--- src/rtl/instruction_fetch_unit.sv ---
// ---------------------------------------------------------------------------
// instruction_fetch_unit
//
// Fetch front-end for the single-cycle CPU core. Issues one word read at a
// time to a variable-latency instruction memory (req/ack handshake), buffers
// returned words with their PCs in a DEPTH-entry prefetch queue, and presents
// the head of the queue to the core over valid/ready. A redirect from the
// core flushes the queue and abandons (drains and discards) any in-flight read.
//
// Parameters:
//   DEPTH     prefetch queue entries (power of two, >= 2)
//   RESET_PC  first fetch address after reset (word aligned)
//
// Ports:
//   clk          in   clock, rising edge
//   rst_n        in   asynchronous active-low reset
//   mem_req      out  read request to instruction memory
//   mem_addr     out  word address of the request ([1:0] always 0)
//   mem_ack      in   one-cycle pulse, mem_rdata valid, request complete
//   mem_rdata    in   instruction word returned
//   instr        out  head-of-queue instruction
//   instr_pc     out  PC of instr
//   instr_valid  out  queue non-empty
//   instr_ready  in   core consumes head this cycle
//   redirect     in   flush and restart fetch
//   redirect_pc  in   new fetch PC ([1:0] treated as 0)
// ---------------------------------------------------------------------------
module instruction_fetch_unit #(
  parameter int unsigned DEPTH    = 4,
  parameter logic [31:0] RESET_PC = 32'h0000_0000
) (
  input  logic        clk,
  input  logic        rst_n,
  output logic        mem_req,
  output logic [31:0] mem_addr,
  input  logic        mem_ack,
  input  logic [31:0] mem_rdata,
  output logic [31:0] instr,
  output logic [31:0] instr_pc,
  output logic        instr_valid,
  input  logic        instr_ready,
  input  logic        redirect,
  input  logic [31:0] redirect_pc
);

  localparam int unsigned PW = $clog2(DEPTH);
  localparam int unsigned CW = PW + 1;
  localparam logic [CW-1:0] DEPTH_C = CW'(DEPTH);

  typedef enum logic [1:0] {
    IDLE = 2'd0,
    REQ  = 2'd1,
    DROP = 2'd2
  } state_e;

  state_e        state_q, state_d;
  logic [31:0]   fetch_pc_q, fetch_pc_d;
  logic [31:0]   mem_addr_q, mem_addr_d;
  logic          mem_req_q, mem_req_d;
  logic [CW-1:0] count_q, count_d;
  logic [PW-1:0] rd_ptr_q, rd_ptr_d;
  logic [PW-1:0] wr_ptr_q, wr_ptr_d;
  logic [31:0]   q_instr_q [DEPTH];
  logic [31:0]   q_pc_q    [DEPTH];

  logic          pop_s;
  logic          push_s;
  logic [CW-1:0] count_after_pop_s;
  logic [31:0]   redirect_pc_s;
  logic [31:0]   fetch_pc_inc_s;

  assign instr_valid       = (count_q != {CW{1'b0}});
  assign pop_s             = instr_valid & instr_ready;
  // Only a read issued for the current fetch stream may be queued.
  assign push_s            = (state_q == REQ) & mem_ack & ~redirect;
  assign count_after_pop_s = count_q - CW'(pop_s);
  assign redirect_pc_s     = redirect_pc & 32'hFFFF_FFFC;
  assign fetch_pc_inc_s    = fetch_pc_q + 32'd4;

  assign mem_req  = mem_req_q;
  assign mem_addr = mem_addr_q;
  assign instr    = q_instr_q[rd_ptr_q];
  assign instr_pc = q_pc_q[rd_ptr_q];

  // Next-state logic: queue bookkeeping and the fetch request FSM.
  // In REQ, fetch_pc_q is the address of the outstanding read; in DROP it is
  // the redirect target to fetch once the abandoned read completes.
  always_comb begin
    state_d    = state_q;
    fetch_pc_d = fetch_pc_q;
    mem_addr_d = mem_addr_q;
    mem_req_d  = mem_req_q;

    if (redirect) begin
      count_d    = {CW{1'b0}};
      rd_ptr_d   = {PW{1'b0}};
      wr_ptr_d   = {PW{1'b0}};
      fetch_pc_d = redirect_pc_s;
    end else begin
      count_d  = count_q + CW'(push_s) - CW'(pop_s);
      rd_ptr_d = rd_ptr_q + PW'(pop_s);
      wr_ptr_d = wr_ptr_q + PW'(push_s);
    end

    case (state_q)
      IDLE: begin
        if (redirect) begin
          state_d    = REQ;
          mem_req_d  = 1'b1;
          mem_addr_d = redirect_pc_s;
        end else if (count_after_pop_s < DEPTH_C) begin
          state_d    = REQ;
          mem_req_d  = 1'b1;
          mem_addr_d = fetch_pc_q;
        end else begin
          state_d = IDLE;
        end
      end
      REQ: begin
        if (redirect && mem_ack) begin
          // Returned word belongs to the old stream; restart immediately.
          state_d    = REQ;
          mem_addr_d = redirect_pc_s;
        end else if (redirect) begin
          // Read still in flight: keep the handshake stable until it drains.
          state_d = DROP;
        end else if (mem_ack) begin
          fetch_pc_d = fetch_pc_inc_s;
          if (count_d < DEPTH_C) begin
            state_d    = REQ;
            mem_addr_d = fetch_pc_inc_s;
          end else begin
            state_d   = IDLE;
            mem_req_d = 1'b0;
          end
        end else begin
          state_d = REQ;
        end
      end
      DROP: begin
        if (mem_ack) begin
          state_d    = REQ;
          mem_addr_d = redirect ? redirect_pc_s : fetch_pc_q;
        end else begin
          state_d = DROP;
        end
      end
      default: begin
        state_d   = IDLE;
        mem_req_d = 1'b0;
      end
    endcase
  end

  // Control and request registers.
  always_ff @(posedge clk or negedge rst_n) begin
    if (!rst_n) begin
      state_q    <= IDLE;
      fetch_pc_q <= RESET_PC;
      mem_addr_q <= RESET_PC;
      mem_req_q  <= 1'b0;
      count_q    <= {CW{1'b0}};
      rd_ptr_q   <= {PW{1'b0}};
      wr_ptr_q   <= {PW{1'b0}};
    end else begin
      state_q    <= state_d;
      fetch_pc_q <= fetch_pc_d;
      mem_addr_q <= mem_addr_d;
      mem_req_q  <= mem_req_d;
      count_q    <= count_d;
      rd_ptr_q   <= rd_ptr_d;
      wr_ptr_q   <= wr_ptr_d;
    end
  end

  // Prefetch queue storage; cleared on reset so instr/instr_pc read as 0.
  always_ff @(posedge clk or negedge rst_n) begin
    if (!rst_n) begin
      for (int i = 0; i < DEPTH; i++) begin
        q_instr_q[i] <= 32'h0000_0000;
        q_pc_q[i]    <= 32'h0000_0000;
      end
    end else if (push_s) begin
      q_instr_q[wr_ptr_q] <= mem_rdata;
      q_pc_q[wr_ptr_q]    <= fetch_pc_q;
    end else begin
      q_instr_q[wr_ptr_q] <= q_instr_q[wr_ptr_q];
      q_pc_q[wr_ptr_q]    <= q_pc_q[wr_ptr_q];
    end
  end

endmodule

--- config.mk ---
export PLATFORM = sky130hd
export DESIGN_NAME = instruction_fetch_unit
export DESIGN_NICKNAME = d
export VERILOG_FILES = /design/src/rtl/instruction_fetch_unit.sv
export SDC_FILE = /design/constraint.sdc
export NUM_CORES = 1
export LEC_CHECK = 0
export CAP_MARGIN = 0
export CORE_MARGIN = 5
export CORE_UTILIZATION = 50
export DETAILED_ROUTE_END_ITERATION = 16
export PLACE_DENSITY = 0.78
export SETUP_SLACK_MARGIN = 0.3
export SLEW_MARGIN = 30
export SYNTH_ARGS = -nofsm -noshare
export SYNTH_HDL_FRONTEND = slang
export SYNTH_SLANG_ARGS = --single-unit
--- constraint.sdc ---
create_clock -name clk -period 8.6 [get_ports clk]
set_clock_uncertainty 0.2 [all_clocks]
set_input_delay 1.72 -clock clk [delete_from_list [all_inputs] [get_ports clk]]
set_output_delay 1.72 -clock clk [all_outputs]
set_load 0.05 [all_outputs]
==> metrics list, run 1 <==
- Status: complete, no violations
- Final critical-path setup slack: 2629 ps
- The share of the Yosys chip area taken by registers is 0.4745.
- In this run the critical register-to-register path is captured at mem_addr[5].
* Final Critical Period: approximately 6000 ps
* Cts-stage hold buffer count: 0
- Number of antenna violations at the first check in global routing: 0
- In this run the horizontal extent of the chip is between 150 and 200 um.
- Detailed placer's ending HPWL: 28.85 mm
- Number of nets with antenna violations after routing: 0
- Sw frac: 0.4265
* Number of I/O pins: approximately 170
* Vias after detailed routing: roughly 13000
* Max FO, Critical Path: 24
* Maximum number of pins on one net before global-route repair: about 110
- In the final layout, the share of cells above drive strength 1 is 0.1413.
- In the synthesized netlist the async set-or-reset flop fraction comes to 1.000.
- Warnings, synthesis: 0
- Of the total power, combinational logic draws 0.481.
- The internal power of the cells totals 4.833 mW.
- The routed design has ~46 mm of wire.
- Minimum setup slack among reg-to-reg paths: 4320 ps
* Total negative slack for setup checks: 0 ps
- Synth top cells by count: sky130_fd_sc_hd__dfrtp_1, sky130_fd_sc_hd__nand2_1, sky130_fd_sc_hd__o21ai_0
* Post-synthesis average cell area: about 11 um^2
* Routability cong.: 0.9192
- The worst setup path is launched from a primary input.
- Setup repair after global routing left no endpoint under its margin.
* Synth Instances: roughly 1600
- Maximum vdd drop: 0.0002899 V
- Post-synthesis sequential element count: 330
* Placement row count: 68
- Clock latency on the worst-skew pair, taken at its later pin, is around 530 ps.
* Net switching component of the power: ~3.6 mW
* Initial core utilization: 0.5050
- The net count of the finished layout is between 1500 and 2000.
- The sequential cells in the finished layout cover a total of approximately 8300 um^2.
- Number of cells on the worst hold path: 2
- For the worst setup path, the data arrival time is around 6200 ps.
- Power spread over the standard cell area amounts to just over 400 nW/um^2.
- Maximum root-to-sink buffer count: 3
* Required arrival time at the worst endpoint: between 8000 and 9000 ps
- Hold-critical path endpoint: mem_addr[0]
- Area used by multi-input combinational logic: 8453 um^2
- In the routed layout, each cell is associated on average with a via count of approximately 6.1.
- Die height: about 200 um
- Of the post-synthesis cell area, the dominant cell type holds 0.4745.
* Beginning of the worst hold path: mem_addr[0]
- The largest total area in the synthesized netlist belongs to sky130_fd_sc_hd__dfrtp_1.
- Final Max Tran Viols: 0
* Post-CTS Setup Repair Bufs: 0
* Antenna cell count: 0
- Wire length per cell after detailed routing: approximately 21 um
* CTS resizes: 0
- At the placement stage, the worst setup path has a slack of between 1500 and 2000 ps.
- GRT Total Usage: 0.2390
- Number of endpoints failing setup at the final stage: 0
- Type of destination of the critical path: register
- The number of nets handed over by synthesis was around 1700.
- The first global-routing pass estimated about 75 mm of wire.
- CTS tree: done
* EDFF count, synth: 0
* Via count of the first global-routing pass: between 10000 and 15000
- Clock network fraction of design power: 0.201
- Max-cap violations in this run came to 0.
* Most frequently used cell type in the post-synthesis netlist: sky130_fd_sc_hd__dfrtp_1
- After synthesis, the netlist uses roughly 70 different library cells.
- Area of the die: 38630 um^2
* Type of the worst min-delay path: register to register
- Synthesized cell area: 17400 um^2
- The analysis attributes to cell leakage a power of about 7.9 nW.
- Iteration-0 DRC Markers: 1100
- The share of total power dissipated in sequential elements is 0.317.
- Total CTS buffers: 39
- By area the synthesized netlist is led by sky130_fd_sc_hd__dfrtp_1, sky130_fd_sc_hd__mux4_2, sky130_fd_sc_hd__o21ai_0, sky130_fd_sc_hd__nand2_1, sky130_fd_sc_hd__mux2i_1.
* Count of fill cells added during filler insertion: between 2000 and 3000
- In this run the tightest slew margin relative to its limit is 0.3656.
- Depth of the worst register-to-register path: 15
* Slew at the pin closest to its max-slew limit: between 900 and 1000 ps
- Clock-pin slew was measured on the worst setup and hold paths at 60 ps.
* Total overflow reported by the global router: 0
- In the finished design, the share of the clock period the worst path needs comes to 0.6943.
* IO Port Bufs: roughly 160
* Total iterations of the first detailed-routing run: 6
- Among all flip-flop cells after synthesis, the most frequent one is sky130_fd_sc_hd__dfrtp_1.
* Worst reg2reg path startpoint: state_q[1]
- The number of hold violations in the final report is 0.
- The root buffer cell chosen for the clock tree is sky130_fd_sc_hd__clkbuf_16.
- Area of the core: roughly 34000 um^2
* Critical setup path kind: primary input to register
* Timing-limited maximum frequency: 0.1675 GHz
* Clock net sink count: 330
- Count of H-tree levels built during CTS: 2
* Detailed-route DRC error count: 0
- Post-synthesis to final-layout area growth: 17.92%
## metal layers
layer	part of all wire	track usage	wire length, um	vias up
li1	-	-	-	5996
met1	0.41	0.3233	18870	6616
met2	0.48	0.3901	22160	525
met3	0.086	0.05590	3939	85
met4	0.023	0.07215	1038	0
met5	0	0	0	-
## placed cells by master (no fill, tap or decap), types with 17 or more instances in the layout
master / instances
sky130_fd_sc_hd__a21oi_1: 86
sky130_fd_sc_hd__buf_4: 17
sky130_fd_sc_hd__clkbuf_16: 41
sky130_fd_sc_hd__clkdlybuf4s50_1: 162
sky130_fd_sc_hd__dfrtp_1: 326
sky130_fd_sc_hd__mux2i_1: 72
sky130_fd_sc_hd__mux4_2: 128
sky130_fd_sc_hd__nand2_1: 260
sky130_fd_sc_hd__nand3_1: 24
sky130_fd_sc_hd__nand4_1: 21
sky130_fd_sc_hd__nor2_1: 115
sky130_fd_sc_hd__o21ai_0: 228
sky130_fd_sc_hd__xnor2_1: 25
sky130_fd_sc_hd__xor2_1: 17
## worst max-delay path by stage
stage	startpoint	endpoint	depth (start not counted)
after CTS	mem_ack	mem_addr[6]	16
final	mem_ack	mem_addr[5]	16
after detailed placement	mem_ack	mem_addr[6]	16
after floorplan	redirect	mem_addr[28]	16
after global placement	mem_ack	mem_addr[6]	16
after global routing	mem_ack	mem_addr[5]	16
## logic make-up (layout without fill, tap and decap cells)
| kind of cell | after synthesis | after routing | synth area share |
|---|---|---|---|
| xor gates and xnor gates | 43 | 43 | 0.02243 |
| and+or+nand+nor | 485 | 485 | 0.1199 |
| buffers and inverters | 162 | 267 | 0.04249 |
| DFF | 330 | 330 | 0.4745 |
| adders and majority gates | 6 | 6 | 0.004746 |
| AOI/OAI and AO/OA | 385 | 385 | 0.1262 |
| muxes | 204 | 204 | 0.2097 |
## stage by stage
stage,total power [mW],hold slack (ps),util,instances,cell area [um^2]
6_report,8.427,280.0,0.5955,2175,20520
5_1_grt,8.884,317.9,0.5955,2175,20520
3_5_place_dp,6.733,278.4,0.5564,2107,19170
4_1_cts,8.471,282.2,0.5946,2174,20490
2_1_floorplan,5.476,260.9,-,1615,17400
3_3_place_gp,6.582,264.9,0.5551,2106,19130
## final cells by class
| class | instances | share of cell area |
|---|---|---|
| inverter | 14 | 0.002561 |
| clock buffer | 58 | 0.05652 |
| tap | 455 | 0.02774 |
| sequential | 330 | 0.4030 |
| clock inverter | 9 | 0.007621 |
| timing repair buffer | 186 | 0.09060 |
| multi-input combinational | 1123 | 0.4119 |
## power by group through the flow
| stage | Sequential [mW] | Clock (mW) | Combinational (mW) |
|---|---|---|---|
| floorplan | 2.71 | 0 | 2.76 |
| global placement | 2.65 | 0 | 3.93 |
| detailed placement | 2.71 | 0 | 4.02 |
| CTS | 2.70 | 1.73 | 4.04 |
| global route | 2.76 | 1.80 | 4.33 |
| finish | 2.68 | 1.70 | 4.05 |
## state kept, by name, indices dropped and copies added, names as in the netlist
name	count
count_q	3
fetch_pc_q	32
mem_addr	32
mem_req	1
q_instr_q	128
q_pc_q	128
rd_ptr_q	2
state_q	2
wr_ptr_q	2
## critical path: stages
cell and delay, ps:
sky130_fd_sc_hd__clkdlybuf4s50_1 1000, sky130_fd_sc_hd__nand3b_1 270, sky130_fd_sc_hd__nor2_4 130, sky130_fd_sc_hd__buf_4 370, sky130_fd_sc_hd__inv_1 90, sky130_fd_sc_hd__ha_1 290
sky130_fd_sc_hd__inv_1 50, sky130_fd_sc_hd__ha_1 120, sky130_fd_sc_hd__inv_1 50, sky130_fd_sc_hd__fa_1 400, sky130_fd_sc_hd__xnor3_1 270, sky130_fd_sc_hd__o311ai_4 330
sky130_fd_sc_hd__o21a_2 560, sky130_fd_sc_hd__buf_4 320, sky130_fd_sc_hd__nor2_1 80, sky130_fd_sc_hd__a21oi_1 140
No activity file was read; power rests on OpenSTA's default activity.
==> inputs of run 2 (changes only) <==
--- a/config.mk
+++ b/config.mk
@@ -9,7 +9,7 @@
 export CORE_MARGIN = 5
 export CORE_UTILIZATION = 50
 export DETAILED_ROUTE_END_ITERATION = 16
-export PLACE_DENSITY = 0.78
+export PLACE_DENSITY = 0.81
 export SETUP_SLACK_MARGIN = 0.3
 export SLEW_MARGIN = 30
 export SYNTH_ARGS = -nofsm -noshare
==> constraint.sdc (replaced) <==
create_clock -name clk -period 5 [get_ports clk]
set_clock_uncertainty 0.2 [all_clocks]
set_input_delay 1 -clock clk [delete_from_list [all_inputs] [get_ports clk]]
set_output_delay 1 -clock clk [all_outputs]
set_load 0.05 [all_outputs]
==> run 2 against run 1 <==
Compared with the run above: flip-flop and latch count unchanged; sequential share of layout area hardly changed; total power up 70%; combinational power grew 73%; sequential power up 74%; first-iteration DRC count grew 6.8%; die area is the same; core utilization decreased by 0.073 points; global-route usage down 0.13 points; critical path type is now register to output port; largest cell class unchanged; highest routed layer unchanged.
==> metrics list, run 2 (same netlist as run 1, synthesis figures left out) <==
* Timing-limited maximum frequency: around 0.24 GHz
- Total iterations of the first detailed-routing run: 5 (-1)
- The antenna diode count came to 0 (unchanged).
- Slew margin rel.: 0.4391 (+0.07352)
- The initial antenna violation count is 0 (unchanged).
- Final Max Tran Viols: 0 (unchanged)
- The area inside the core boundary came to 34460 um^2 (unchanged).
* Placement row count: 68 (unchanged)
- The number of hold violations in the final report is 0 (unchanged).
- Type of the worst min-delay path: register to register
- Total overflow reported by the global router: 0 (unchanged)
- Arrival time at the worst endpoint: 2940 ps (-3290 ps)
* Maximum number of pins on one net before global-route repair: 101 (-4.7%)
- The global placer's final weighted congestion was 0.8901 (-3.2%).
- Wire length per cell after detailed routing: 21.18 um (+0.14%)
- Clock net sink count: 330 (unchanged)
- The number of global-route vias before repair was 13840 (+0.55%).
- The top cell types in the final layout, fill and taps aside, are sky130_fd_sc_hd__dfrtp_1, sky130_fd_sc_hd__nand2_1, sky130_fd_sc_hd__o21ai_0.
- The count of pins on the block boundary came to 167 (unchanged).
* Type of destination of the critical path: output port
* Post-CTS Setup Repair Bufs: 0 (unchanged)
- The highest ir drop seen on vdd came to 0.0006228 V (+110%).
* Registers with the most flip-flops: q_instr_q (128), q_pc_q (128)
- The global-route usage over all layers is 0.2377 (-0.001312).
* Crit path largest cell delay: 900 ps (-100 ps)
- Traced cell by cell, the critical path runs through buf_4 > mux4_2 > clkdlybuf4s50_1.
- The number of gates resized after CTS is 0 (unchanged).
- The clock-pin slew on the worst setup and hold paths was 60 ps (about the same).
* Number of buffers and inverters on the critical path: 2 (-4)
- Area used by multi-input combinational logic: 8447 um^2 (about the same)
* Global-route wire length before repair: 74.70 mm (about the same)
* Leakage power figure: 7.947 nW (about the same)
- The H-tree depth came to 2 (unchanged).
* Total detailed-routing wirelength: 46.23 mm (+0.47%)
* Die height: 196.6 um (unchanged)
- The final standard cell area without fillers is 20500 um^2 (-0.12%).
- The HPWL after detailed placement is 29.78 mm (+3.2%).
- Crit path max-delay cell type: sky130_fd_sc_hd__dfrtp_2
- The power density of the placed cells came to 700.1 nW/um^2 (+70%).
- The number of non-filler instances in the completed layout was 2182 (+0.32%).
* Cell family with the largest share of critical-path delay: buffers and inverters
* Iteration-0 DRC Markers: 1175 (+6.8%)
- Subtracting the final worst setup slack from the clock period gives around 4100 ps.
- Fraction of final layout cells sized beyond drive strength 1: 0.1442 (+0.002902)
* Maximum root-to-sink buffer count: 3 (unchanged)
* Cts-stage hold buffer count: 0 (unchanged)
* Average vias per placed instance: 6.198 (+2.0%)
- IO Port Bufs: 164 (unchanged)
- Setup repair after global routing left no endpoint under its margin.
- Total negative slack for setup checks: 0 ps (unchanged)
* Most common cell after layout, fill and taps aside: sky130_fd_sc_hd__dfrtp_1
- Count of fill cells added during filler insertion: 2727 (+0.96%)
- From synthesis to final layout, the design area changed by 17.78%.
- The insertion delay to the later sink of the worst-skew pair is 510 ps (-20 ps).
- The number of nets in the finished design is 1777 (+0.45%).
- The post-route antenna net violation count was 0 (unchanged).
- The tree is rooted in a sky130_fd_sc_hd__clkbuf_16.
* Period utilisation layout: 0.8280
* Critical setup path kind: register to output port
- STA classifies the critical path startpoint as a register.
* Die X-Extent: 196.6 um (unchanged)
* Initial core utilization: 0.5050 (unchanged)
- The remaining design rule violation count was 0 (unchanged).
* Area of the die: 38630 um^2 (unchanged)
- Number of endpoints failing setup at the final stage: 0 (unchanged)
- Area after DPL: 19270 um^2 (+0.54%)
- The flow ran to the end, and the final reports show no timing, DRC or antenna violations.
- The number of placed instances, taps included came to 2118 (+0.52%).
- Total CTS buffers: 37 (-5.1%)
* Vias after detailed routing: 13530 (+2.3%)
- The max-cap violation count was 0 (unchanged).
* CTS tree: done
* Post-Route Hold Slack: 278.7 ps (-1.304 ps)
- Required arrival time at the worst endpoint: 3800 ps (-5060 ps)
- Max FO, Critical Path: 26 (+8.3%)
* Sequential cell area: 8268 um^2 (about the same)
- The measured slew at the worst slew-check pin is 841.4 ps (-110.3 ps).
run 2: cell count changes in the layout (fill, tap and decap cells not counted), moves of 2 or more:
cell                        previous run  this run
sky130_fd_sc_hd__clkbuf_1             10         8
sky130_fd_sc_hd__clkbuf_16            41        37
sky130_fd_sc_hd__buf_6                 2         0
sky130_fd_sc_hd__buf_12                2         5
sky130_fd_sc_hd__bufinv_16             4         2
sky130_fd_sc_hd__buf_4                17        27
sky130_fd_sc_hd__clkinv_2              2         4
sky130_fd_sc_hd__clkinv_4              2         0
sky130_fd_sc_hd__clkbuf_8              7        13
run 2: final timing paths:
| path | cells past startpoint | to | startpoint | slack (ps) |
|---|---|---|---|---|
| worst min-delay path | 2 | mem_addr[12] | mem_addr[12] | 280 |
| worst max register to register | 13 | mem_addr[24] | count_q[1] | 1330 |
| worst max-delay path | 3 | instr[23] | rd_ptr_q[1] | 860 |
| max in group asynchronous | 2 | wr_ptr_q[0] | rst_n | 3200 |
| min in group asynchronous | 1 | q_pc_q[83] | rst_n | 340 |
| worst min register to register | 2 | mem_addr[12] | mem_addr[12] | 280 |
run 2: worst reg2reg max path, stage by stage (launching register included):
cell,delay [ps]
sky130_fd_sc_hd__dfrtp_1,430
sky130_fd_sc_hd__or3_1,390
sky130_fd_sc_hd__and2_1,210
sky130_fd_sc_hd__ha_1,270
sky130_fd_sc_hd__inv_1,60
sky130_fd_sc_hd__ha_1,130
sky130_fd_sc_hd__inv_1,50
sky130_fd_sc_hd__fa_1,390
sky130_fd_sc_hd__xnor3_1,280
sky130_fd_sc_hd__o311ai_4,330
sky130_fd_sc_hd__o21a_1,200
sky130_fd_sc_hd__buf_4,270
sky130_fd_sc_hd__nor3_1,90
sky130_fd_sc_hd__a221o_1,270
run 2: per-layer routing:
layer	vias up	wire length, um	track usage	share of wire
li1	6016	-	-	-
met1	6778	18690	0.3248	0.40
met2	603	22060	0.3825	0.48
met3	128	4093	0.05556	0.089
met4	0	1384	0.07525	0.030
met5	-	0	0	0
run 2: layout make-up:
type                    instances  area share
multi-input cells            1123      0.4121
inverters                      14    0.002564
flip-flops and latches        330      0.4034
clock inverters                 6    0.003907
well taps                     455     0.02778
repair buffers                196     0.09487
clock buffers                  58     0.05537
run 2: power by group:
| part | switching, mW | total, mW | internal [mW] | leakage [nW] |
|---|---|---|---|---|
| combinational | 4.16 | 6.99 | 2.82 | 3.61 |
| sequential | 0.938 | 4.65 | 3.71 | 3.73 |
| clock | 1.06 | 2.71 | 1.65 | 0.603 |
| total | 6.16 | 14.3 | 8.19 | 7.95 |
run 2: stage by stage:
stage / utilization / setup slack [ps] / power, mW
finish: 0.5948 / 860.3 / 14.35
global route: 0.5948 / 722.6 / 15.16
CTS: 0.5946 / 805.8 / 14.43
detailed placement: 0.5594 / 538.7 / 11.65
global placement: 0.5591 / 584.7 / 11.37
floorplan: - / 879.1 / 9.418
==> inputs of run 3 (changes only) <==
==> constraint.sdc (replaced) <==
create_clock -name clk -period 3.3 [get_ports clk]
set_clock_uncertainty 0.2 [all_clocks]
set_input_delay 0.66 -clock clk [delete_from_list [all_inputs] [get_ports clk]]
set_output_delay 0.66 -clock clk [all_outputs]
set_load 0.05 [all_outputs]
==> run 3 against run 2 <==
Compared with the run above: total power rose by 59%; highest routed layer unchanged; sequential power rose by 49%; final cell count rose by 3.0%; largest power group unchanged; worst hold slack got worse by 1.6 ps; via count rose by 2.3%; routed wire length rose by 6.0%; clock power rose by 50%; first-iteration DRC count fell by 7.1%; global-route usage rose by 0.97 points.
==> metrics list, run 3 (same netlist as run 1, synthesis figures left out) <==
- The run finished with clean final reports.
* Type of the worst min-delay path: register to register
- The worst setup path is launched from a register.
* Clock net sink count: 330 (unchanged)
- The power share of the combinational group is 0.520 (+0.033).
- The total via count after detailed routing is 13840 (+2.3%).
- Worst Setup EP: mem_addr[25]
* Pwr Total: 22.85 mW (+59%)
* Sw frac: 0.4298 (+0.0004494)
- The clock-pin slew on the worst setup and hold paths came to 60 ps (about the same).
- The HPWL after detailed placement was 31.19 mm (+4.7%).
- Area of the core: 34460 um^2 (unchanged)
- Maximum number of pins on one net before global-route repair: 81 (-20%)
- The critical path arrival is 3510 ps (+570 ps).
- Net switching component of the power: 9.821 mW (+59%)
* Critical setup path kind: register to register
* Register share of total power: 0.302 (-0.022)
- In this run the critical register-to-register path is launched from count_q[0].
* Met1 Track Usage GR: 0.3325 (+0.007747)
- The floorplan die area came to 38630 um^2 (unchanged).
- GRT Total Usage: 0.2474 (+0.009738)
* Total iterations of the first detailed-routing run: 6 (+1)
- Routability cong.: 0.9073 (+1.9%)
- Reg-to-reg critical path endpoint: mem_addr[25]
- Clock network fraction of design power: 0.178 (-0.011)
* Final net count: 1838 (+3.4%)
- P_int: 13.03 mW (+59%)
- The required time reported for the critical path endpoint is 3540 ps (-260 ps).
* Registers with the most flip-flops: q_instr_q (128), q_pc_q (128)
- Clock root buffer: sky130_fd_sc_hd__clkbuf_16
* Total detailed-routing wirelength: 49.02 mm (+6.0%)
* Detailed-route DRC error count: 0 (unchanged)
* Post-synthesis to final-layout area growth: 22.94%
- Depth of the worst register-to-register path: 14 (+1)
* Origin of the worst setup path: count_q[0]
- The initial antenna violation count was 0 (unchanged).
* Wire length per cell after detailed routing: 21.81 um (+3.0%)
- Count of H-tree levels built during CTS: 2 (unchanged)
- Most Used Layer, Global Route: met2
* Period utilisation layout: 0.9901
- Number of hold violations in the final report: 0 (unchanged)
* Commonest non-fill, non-tap cells in the layout: sky130_fd_sc_hd__dfrtp_1, sky130_fd_sc_hd__nand2_1, sky130_fd_sc_hd__o21ai_0
* Power density over the cells: 1068 nW/um^2 (+53%)
- The maximum fanout count along the critical path is 5 (-81%).
- The number of rows in the core area came to 68 (unchanged).
- RSZ-0062 raised after global routing: true
- Fraction of final layout cells sized beyond drive strength 1: 0.2210 (+0.07680)
* Slew at the pin closest to its max-slew limit: 897.3 ps (+55.95 ps)
- The global routing usage on met2 is 0.4000 (+0.01750).
* Die height: 196.6 um (unchanged)
* Minimum setup slack among reg-to-reg paths: 30 ps (-1300 ps)
* Average vias per placed instance: 6.160 (-0.62%)
- Global routing usage on met3: 0.06256 (+0.007009)
- The max-cap violation count is 0 (unchanged).
* Number of nets with antenna violations after routing: 0 (unchanged)
- Type of destination of the critical path: register
- Antenna cell count: 0 (unchanged)
- The count of pins on the block boundary came to 167 (unchanged).
- Final Max Tran Viols: 0 (unchanged)
- The cell area reported after detailed placement is 19560 um^2 (+1.5%).
- Maximum vdd drop: 0.0008161 V (+31%)
- Latest clock arrival within the worst-skew pair: 530 ps (+20 ps)
- Leakage power figure: 8.490 nW (+6.8%)
- Final Critical Period: 3267 ps
- The remaining max-slew budget at the tightest pin came to 0.3996 (-0.03951).
- The first-pass GRT wire length is 77.16 mm (+3.3%).
- Most common cell after layout, fill and taps aside: sky130_fd_sc_hd__dfrtp_1
- Timing-limited maximum frequency: 0.3060 GHz
* Via count of the first global-routing pass: 14010 (+1.2%)
* Iteration-0 DRC Markers: 1091 (-7.1%)
- Total overflow reported by the global router: 0 (unchanged)
- The buffer depth of the longest clock path was 3 (unchanged).
- Die X-Extent: 196.6 um (unchanged)
- The final standard cell area without fillers was 21390 um^2 (+4.4%).
* IO Port Bufs: 164 (unchanged)
- Number of endpoints failing setup at the final stage: 0 (unchanged)
- CTS tree: done
- The number of buffers inserted during clock tree synthesis is 37 (unchanged).
- The starting utilization of the core area is 0.5050 (unchanged).
## run 3: through the flow
| step | setup TNS [ps] | util | instances | setup WS (ps) | hold slack (ps) |
|---|---|---|---|---|---|
| after floorplan | -4469 | - | 1615 | -196.1 | 164.4 |
| after global routing | -265.2 | 0.6209 | 2247 | -46.73 | 310.9 |
| final | 0 | 0.6209 | 2247 | 32.53 | 277.1 |
| after CTS | 0 | 0.6098 | 2240 | 141.0 | 278.3 |
| after global placement | -40770 | 0.5678 | 2155 | -409.1 | 268.4 |
| after detailed placement | -46730 | 0.5678 | 2155 | -430.4 | 266.0 |
## run 3: final cells by class
class,instances,area [um^2]
Sequential cell,330,8268
Clock inverter,16,128.9
Tap cell,455,569.3
Clock buffer,52,1075
Multi-Input combinational cell,1124,8561
Inverter,14,55.05
Timing Repair Buffer,256,2738
Fill cell,2608,13060
## run 3: how the worst min path moves through the flow
stage,start,end,slack (ps),cells after the start
floorplan,rst_n,count_q[0],160,0
detailed placement,mem_addr[1],mem_addr[1],270,2
finish,mem_addr[1],mem_addr[1],280,2
CTS,mem_addr[1],mem_addr[1],280,2
global route,mem_addr[1],mem_addr[1],310,2
global placement,mem_addr[1],mem_addr[1],270,2
## run 3: power by group through the flow
| stage | registers (mW) | clock network, mW | logic, mW |
|---|---|---|---|
| finish | 6.91 | 4.06 | 11.9 |
| global route | 7.08 | 4.31 | 12.6 |
| CTS | 6.84 | 4.12 | 11.2 |
| detailed placement | 6.92 | 0 | 10.9 |
| global placement | 6.76 | 0 | 10.6 |
| floorplan | 7.08 | 0 | 7.23 |
## run 3: routing by layer
layer  up-vias  routed length (um)
met5         -                   0
met4         0                1581
met3       123                4433
met2       620               23400
met1      6949               19600
li1       6150                   -
## run 3: repair_timing
item / in CTS / in global routing
setup endpoints to repair: 195 / 166
pin swaps: 0 / 9
buffers inserted: 12 / 3
hold buffers: 1 / 0
cloned: 4 / 4
hold endpoints to repair: 69 / 0
resized for setup: 99 / 108
## run 3: worst max-delay path: stages, from the launching register on
cell	delay [ps]
sky130_fd_sc_hd__dfrtp_1	390
sky130_fd_sc_hd__or3_4	390
sky130_fd_sc_hd__and2_4	180
sky130_fd_sc_hd__ha_4	230
sky130_fd_sc_hd__inv_2	60
sky130_fd_sc_hd__ha_4	120
sky130_fd_sc_hd__inv_2	30
sky130_fd_sc_hd__fa_2	320
sky130_fd_sc_hd__xnor3_2	260
sky130_fd_sc_hd__o311ai_4	270
sky130_fd_sc_hd__buf_4	210
sky130_fd_sc_hd__o21ai_4	110
sky130_fd_sc_hd__buf_4	170
sky130_fd_sc_hd__mux2i_1	110
sky130_fd_sc_hd__a31oi_1	130
